### src/rtl/tri_buffer_pkg.sv
// Shared definitions for the triple-buffer capture/transmit slice: buffer and
// selection codes, the UART reader state encoding and default strobe levels.
package tri_buffer_pkg;

    typedef enum logic [1:0] {
        BUF_X = 2'd0,
        BUF_Y = 2'd1,
        BUF_Z = 2'd2
    } buf_e;

    typedef enum logic [2:0] {
        SEL_A = 3'd0,
        SEL_B = 3'd1,
        SEL_C = 3'd2,
        SEL_D = 3'd3,
        SEL_E = 3'd4,
        SEL_F = 3'd5
    } sel_e;

    typedef enum logic [2:0] {
        ST_IDLE  = 3'd0,
        ST_FETCH = 3'd1,
        ST_LOAD  = 3'd2,
        ST_START = 3'd3,
        ST_DATA  = 3'd4,
        ST_STOP  = 3'd5,
        ST_GAP   = 3'd6
    } rd_state_e;

    localparam logic TRANS_ACTIVE_DEF = 1'b0;
    localparam logic CAP_ACTIVE_DEF   = 1'b1;

    // Counter width able to hold 0..n-1, never narrower than one bit.
    function automatic int cnt_width(input int n);
        return (n > 1) ? $clog2(n) : 1;
    endfunction

endpackage

### src/rtl/uart_bit_timer.sv
// Free-running bit-period divider: bit_tick_o marks the last cycle of each
// CLKS_PER_BIT-long bit while enabled; the count is held at zero when disabled.
module uart_bit_timer
    import tri_buffer_pkg::*;
#(
    parameter int CLKS_PER_BIT = 868
) (
    input  logic clk_i,
    input  logic rst_i,
    input  logic en_i,
    output logic bit_tick_o
);

    localparam int CW = cnt_width(CLKS_PER_BIT);
    localparam logic [CW-1:0] LAST = CW'(CLKS_PER_BIT - 1);

    logic [CW-1:0] cnt_q, cnt_d;

    always_comb begin
        cnt_d = cnt_q;
        if (!en_i || cnt_q == LAST) begin
            cnt_d = '0;
        end else begin
            cnt_d = cnt_q + CW'(1);
        end
    end

    always_ff @(posedge clk_i) begin
        if (rst_i) begin
            cnt_q <= '0;
        end else begin
            cnt_q <= cnt_d;
        end
    end

    assign bit_tick_o = en_i && (cnt_q == LAST);

endmodule

### src/rtl/tri_uart_reader.sv
// Reads FRAME_BYTES bytes from the transmit-side buffer and sends them as a
// back-to-back UART 8N1 stream, then holds trans_trigger for the buffer-switch gap.
module tri_uart_reader
    import tri_buffer_pkg::*;
#(
    parameter int   CLKS_PER_BIT = 868,
    parameter int   FRAME_BYTES  = 64,
    parameter int   ADDR_W       = 6,
    parameter int   GAP_CYCLES   = 16,
    parameter logic TRANS_ACTIVE = TRANS_ACTIVE_DEF
) (
    input  logic              clk,
    input  logic              reset,
    input  logic              start,
    output logic              rd_en,
    output logic [ADDR_W-1:0] rd_addr,
    input  logic [7:0]        rd_data,
    output logic              tx,
    output logic              trans_trigger,
    output logic              busy,
    output logic              byte_done,
    output rd_state_e         state_o
);

    localparam int GW = cnt_width(GAP_CYCLES);
    localparam logic [ADDR_W-1:0] LAST_IDX = ADDR_W'(FRAME_BYTES - 1);
    localparam logic [GW-1:0]     GAP_LAST = GW'(GAP_CYCLES - 1);

    rd_state_e         state_q, state_d;
    logic [7:0]        shift_q, shift_d;
    logic [2:0]        bit_q, bit_d;
    logic [ADDR_W-1:0] idx_q, idx_d;
    logic [ADDR_W-1:0] addr_q, addr_d;
    logic [GW-1:0]     gap_q, gap_d;
    logic              tx_q, tx_d;
    logic              timer_en;
    logic              bit_tick;

    assign timer_en = (state_q == ST_START) || (state_q == ST_DATA) || (state_q == ST_STOP);

    uart_bit_timer #(
        .CLKS_PER_BIT(CLKS_PER_BIT)
    ) u_bit_timer (
        .clk_i      (clk),
        .rst_i      (reset),
        .en_i       (timer_en),
        .bit_tick_o (bit_tick)
    );

    always_comb begin
        state_d = state_q;
        shift_d = shift_q;
        bit_d   = bit_q;
        idx_d   = idx_q;
        addr_d  = addr_q;
        gap_d   = gap_q;
        tx_d    = 1'b1;

        case (state_q)
            ST_IDLE: begin
                if (start) state_d = ST_FETCH;
            end
            // rd_en is high here; the buffer returns rd_data during LOAD.
            ST_FETCH: state_d = ST_LOAD;
            ST_LOAD: begin
                shift_d = rd_data;
                state_d = ST_START;
            end
            ST_START: begin
                if (bit_tick) begin
                    bit_d   = 3'd0;
                    state_d = ST_DATA;
                end
            end
            ST_DATA: begin
                if (bit_tick) begin
                    shift_d = shift_q >> 1;
                    if (bit_q == 3'd7) begin
                        bit_d   = 3'd0;
                        state_d = ST_STOP;
                    end else begin
                        bit_d = bit_q + 3'd1;
                    end
                end
            end
            ST_STOP: begin
                if (bit_tick) begin
                    if (idx_q < LAST_IDX) begin
                        idx_d   = idx_q + ADDR_W'(1);
                        state_d = ST_FETCH;
                    end else begin
                        idx_d   = '0;
                        state_d = ST_GAP;
                    end
                end
            end
            ST_GAP: begin
                if (gap_q == GAP_LAST) begin
                    gap_d   = '0;
                    state_d = ST_IDLE;
                end else begin
                    gap_d = gap_q + GW'(1);
                end
            end
            default: state_d = ST_IDLE;
        endcase

        if (state_d == ST_FETCH) addr_d = idx_d;

        // tx is registered, so it is derived from the state being entered.
        case (state_d)
            ST_START: tx_d = 1'b0;
            ST_DATA:  tx_d = shift_d[0];
            default:  tx_d = 1'b1;
        endcase
    end

    always_ff @(posedge clk) begin
        if (reset) begin
            state_q <= ST_IDLE;
            shift_q <= '0;
            bit_q   <= '0;
            idx_q   <= '0;
            addr_q  <= '0;
            gap_q   <= '0;
            tx_q    <= 1'b1;
        end else begin
            state_q <= state_d;
            shift_q <= shift_d;
            bit_q   <= bit_d;
            idx_q   <= idx_d;
            addr_q  <= addr_d;
            gap_q   <= gap_d;
            tx_q    <= tx_d;
        end
    end

    assign rd_en         = (state_q == ST_FETCH);
    assign rd_addr       = addr_q;
    assign tx            = tx_q;
    assign busy          = (state_q != ST_IDLE);
    assign byte_done     = (state_q == ST_STOP) && bit_tick;
    assign trans_trigger = (state_q == ST_GAP) ? TRANS_ACTIVE : ~TRANS_ACTIVE;
    assign state_o       = state_q;

endmodule
### config.mk
export PLATFORM = sky130hd
export DESIGN_NAME = tri_uart_reader
export DESIGN_NICKNAME = d
export VERILOG_FILES = /design/src/rtl/tri_buffer_pkg.sv /design/src/rtl/uart_bit_timer.sv /design/src/rtl/tri_uart_reader.sv
export SDC_FILE = /design/constraint.sdc
export NUM_CORES = 1
export LEC_CHECK = 0
export CORE_MARGIN = 2
export CORE_UTILIZATION = 30
export CTS_CLUSTER_SIZE = 20
export DETAILED_ROUTE_END_ITERATION = 6
export GPL_ROUTABILITY_DRIVEN = 0
export SLEW_MARGIN = 20
export SYNTH_ARGS = -nofsm -noshare
export SYNTH_HDL_FRONTEND = slang
export SYNTH_SLANG_ARGS = --single-unit
### constraint.sdc
create_clock -name clk -period 2.1 [get_ports clk]
set_input_delay 0.42 -clock clk [delete_from_list [all_inputs] [get_ports clk]]
set_output_delay 0.42 -clock clk [all_outputs]
set_load 0.1 [all_outputs]
==> run_summary.xml, run 1 <==
<?xml version="1.0" encoding="UTF-8"?>
<metrics>
  <group name="status">
    <metric name="run_status" unit="">complete, no violations</metric>
  </group>
  <group name="setup_path">
    <metric name="rrSetupSlack" unit="ps">30</metric>
    <metric name="cp.required" unit="ps">1680</metric>
    <metric name="path_common_cell" unit="">nand2_2</metric>
    <metric name="crit_chain" unit="">ha_2 -&gt; nand2_2 -&gt; nor3_4 -&gt; nand2_2 -&gt; clkinvlp_4 -&gt; buf_12</metric>
    <metric name="critical_path.slowest_cell" unit="">dfxtp_1</metric>
    <metric name="crit_path_max_incr_delay" unit="ps">370</metric>
    <metric name="cp-start-kind" unit="">flip-flop</metric>
    <metric name="worst-path-max-fanout" unit="">5</metric>
    <metric name="crit_path_end_kind" unit="">primary output</metric>
    <metric name="arrival_time_worst_endpoint" unit="ps">1670</metric>
    <metric name="criticalPathCategory" unit="">flip-flop to primary output</metric>
  </group>
  <group name="logic_synthesis">
    <metric name="synth-edff-count" unit="">0</metric>
    <metric name="synthesis.yosys.warnings" unit="">0</metric>
    <metric name="cell_type_with_the_largest_total_area_after_synthesis" unit="">dfxtp_1</metric>
    <metric name="synthMostInstantiatedCell" unit="">dfxtp_1</metric>
    <metric name="postSynthNetCount" unit="">233</metric>
    <metric name="yosys-top-cells-area" unit="">dfxtp_1 (44%), nor2_1 (6.0%), a21oi_1 (5.0%), nand2_1 (3.8%), xor2_1 (3.7%)</metric>
    <metric name="ys_ff_latch" unit="">41</metric>
    <metric name="synthTopCellsByCount" unit="">dfxtp_1 (41), nor2_1 (30), a21oi_1 (19), nand2_1 (19), nand3_1 (11)</metric>
    <metric name="ys_dominant_reg_cell" unit="">dfxtp_1</metric>
    <metric name="syn_area" unit="um^2">1886</metric>
    <metric name="postSynth.asyncResetShare" unit="%">0</metric>
    <metric name="ys_seq_area_share" unit="%">43.53</metric>
    <metric name="syn-mean-instance-area" unit="um^2">8.689</metric>
    <metric name="netlist-cell-type-count" unit="">37</metric>
    <metric name="synth_largest_type_area_fraction" unit="%">43.53</metric>
    <metric name="netlist_instances" unit="">217</metric>
  </group>
  <group name="layout">
    <metric name="synthToLayoutAreaGrowth" unit="%">35.30</metric>
    <metric name="number_of_nets_in_the_layout" unit="">279</metric>
    <metric name="layout.cells.non_filler" unit="">338</metric>
    <metric name="multiInputGateArea" unit="um^2">1080</metric>
    <metric name="drive_gt1_share" unit="%">26.62</metric>
    <metric name="fill_cells" unit="">598</metric>
    <metric name="postLayoutCellArea" unit="um^2">2551</metric>
    <metric name="antennaDiodeCount" unit="">0</metric>
    <metric name="regArea" unit="um^2">833.3</metric>
  </group>
  <group name="place">
    <metric name="place.detailed.hpwl" unit="um">2833</metric>
    <metric name="numPlacedInstances" unit="">328</metric>
    <metric name="numPortBuffers" unit="">24</metric>
    <metric name="placed_cell_area" unit="um^2">2386</metric>
  </group>
  <group name="floorplanning">
    <metric name="initial_core_util" unit="%">31.47</metric>
    <metric name="die_width" unit="um">83.28</metric>
    <metric name="die-area" unit="um^2">6936</metric>
    <metric name="top_level_ports" unit="">25</metric>
    <metric name="die_y" unit="um">83.28</metric>
    <metric name="rows" unit="">28</metric>
    <metric name="placeableCoreArea" unit="um^2">5991</metric>
  </group>
  <group name="cts">
    <metric name="numCtsBuffers" unit="">5</metric>
    <metric name="cts-root-buf" unit="">clkbuf_8</metric>
    <metric name="clkSinkCount" unit="">41</metric>
    <metric name="clock_tree_from_tritoncts" unit="">yes</metric>
    <metric name="clock_path_buffers" unit="">2</metric>
    <metric name="clk-insertion-delay-late" unit="ps">290</metric>
    <metric name="htree_num_levels" unit="">2</metric>
    <metric name="clk_pin_slew_worst_paths" unit="ps">70</metric>
  </group>
  <group name="power_and_ir_drop">
    <metric name="power_per_cell_area" unit="nW/um^2">603.3</metric>
    <metric name="vdd_ir_drop_max" unit="mV">0.2489</metric>
    <metric name="p_leak" unit="uW">0.0009973</metric>
  </group>
  <group name="grt">
    <metric name="globalRoute.totalOverflow" unit="">0</metric>
    <metric name="grt_antenna_before_repair" unit="">0</metric>
    <metric name="first_pass_grt_wire_length" unit="um">6679</metric>
    <metric name="globalRouteTotalUtil" unit="%">11.71</metric>
    <metric name="grt_start_max_net_pins" unit="">21</metric>
    <metric name="grt_pass1_vias" unit="">1479</metric>
  </group>
  <group name="timing">
    <metric name="drv_slew" unit="">0</metric>
    <metric name="finalCriticalPeriod" unit="ps">2090</metric>
    <metric name="relSlewSlack" unit="%">76.15</metric>
    <metric name="final_min_period_over_clock_period" unit="%">99.53</metric>
    <metric name="final-setup-viol-count" unit="">0</metric>
    <metric name="fin_setup_tns" unit="ps">0</metric>
    <metric name="hold_slack" unit="ps">456.6</metric>
    <metric name="hold_viol" unit="">0</metric>
    <metric name="grt_setup_unrepaired" unit="">yes</metric>
    <metric name="tightest_slew" unit="ps">354.1</metric>
    <metric name="fmaxAchievable" unit="MHz">478.5</metric>
    <metric name="skew" unit="ps">4.174</metric>
  </group>
  <group name="detailed_routing">
    <metric name="drt-initial-drc-count" unit="">72</metric>
    <metric name="viasPerCell" unit="">4.855</metric>
    <metric name="detailroute.via_count" unit="">1641</metric>
    <metric name="wire_per_inst" unit="um">11.86</metric>
    <metric name="drtAntennaViolNets" unit="">0</metric>
    <metric name="final_routed_wirelength_across_all_metal_layers" unit="um">4008</metric>
    <metric name="drc" unit="">0</metric>
    <metric name="drt_first_pass_iters" unit="">4</metric>
  </group>
  <group name="flow_run">
    <metric name="total_of_max_cap_violations" unit="">0</metric>
  </group>
  <group name="hold_path">
    <metric name="worstHoldPathType" unit="">flip-flop to flip-flop</metric>
  </group>
</metrics>
-- sequential cells by signal, indices dropped and copies added (netlist names) --
signal and flops:
state_o 3, idx_q 6, bit_q 3, u_bit_timer.cnt_q 10, rd_addr 6, shift_q 8, tx 1, gap_q 4
-- through the flow --
step	total power, uW	util, %	setup WS [ps]
CTS	1555	41.58	-62.68
floorplan	958.1	-	-151.7
detailed placement	1033	39.83	-30.27
global route	1610	42.59	-70.61
global placement	1032	39.83	-3.847
finish	1539	42.59	9.952
-- layout by cell type (no fill, tap or decap), types with 2 or more instances in the layout --
master	netlist	layout
buf_4	0	34
a22oi_1	8	8
clkbuf_8	0	6
dfxtp_1	41	37
nand2b_1	2	2
xor2_1	8	8
nor2b_1	9	8
buf_12	0	4
nand3_1	11	11
inv_1	5	3
and3_1	4	4
o21ai_0	7	7
nor2_1	30	29
clkdlybuf4s50_1	0	10
or3_1	6	5
nor3_1	4	3
dfxtp_4	0	3
ha_1	5	4
a21oi_1	19	19
nand2_2	1	3
nand2_1	19	17
nor3b_1	4	3
xnor2_1	2	2
mux2_1	6	6
-- logic make-up (layout without fill, tap and decap cells) --
family	count (synthesis)	count (layout)	synth area share [%]
and+or+nand+nor	97	97	27.34
AOI/OAI and AO/OA	43	43	14.00
DFF	41	41	43.53
buffers and inverters	14	60	3.053
xor gates and xnor gates	10	10	4.645
muxes	7	7	4.114
adders and majority gates	5	5	3.318
-- area by class of cell --
type | count | share of cell area [%]
repair buffers | 48 | 17.07
well taps | 75 | 3.678
inverters | 5 | 0.8828
clock buffers | 7 | 3.384
multi-input cells | 162 | 42.32
flip-flops and latches | 41 | 32.66
-- path summary, 6_finish.rpt --
check / startpoint / end / cells past startpoint
worst max register to register: u_bit_timer.cnt_q[0] / rd_addr[3] / 8
worst min-delay path: shift_q[4] / shift_q[4] / 2
worst max-delay path: u_bit_timer.cnt_q[0] / byte_done / 6
worst min register to register: shift_q[4] / shift_q[4] / 2
-- report_power, final --
group	leakage (uW)	switching, uW	internal, uW	total (uW)
clock network	0.0000443	256	261	517
logic	0.000619	131	86.3	217
registers	0.000334	15.9	789	805
-- repair_timing --
item	CTS	global route
endpoints found under the setup margin	8	10
cloned	0	0
hold buffers	0	0
setup buffers	1	2
pin swaps	3	2
resized for setup	4	8
-- layer usage --
layer | track usage (%) | routed length, um | vias to the layer above
met2 | 18.04 | 1849 | 24
li1 | - | - | 850
met5 | 0 | 0 | -
met4 | 5.365 | 61 | 0
met3 | 3.280 | 145 | 5
met1 | 15.16 | 1952 | 762
-- worst max-delay path, delay by kind of cell, from the launching register on --
| family | cells | cell delay (ps) |
|---|---|---|
| DFF | 1 | 370 |
| and+or+nand+nor | 3 | 530 |
| adders and majority gates | 1 | 200 |
| buffers and inverters | 2 | 270 |
Note: power is estimated with default switching activity, not from simulation.
==> inputs of run 2 (changes only) <==
--- a/config.mk
+++ b/config.mk
@@ -10,6 +10,7 @@
 export CTS_CLUSTER_SIZE = 20
 export DETAILED_ROUTE_END_ITERATION = 6
 export GPL_ROUTABILITY_DRIVEN = 0
+export HOLD_SLACK_MARGIN = 0.12
 export SLEW_MARGIN = 20
 export SYNTH_ARGS = -nofsm -noshare
 export SYNTH_HDL_FRONTEND = slang
==> results of run 2 <==
The final DEF is identical to that of run 1; final timing and power are the same.
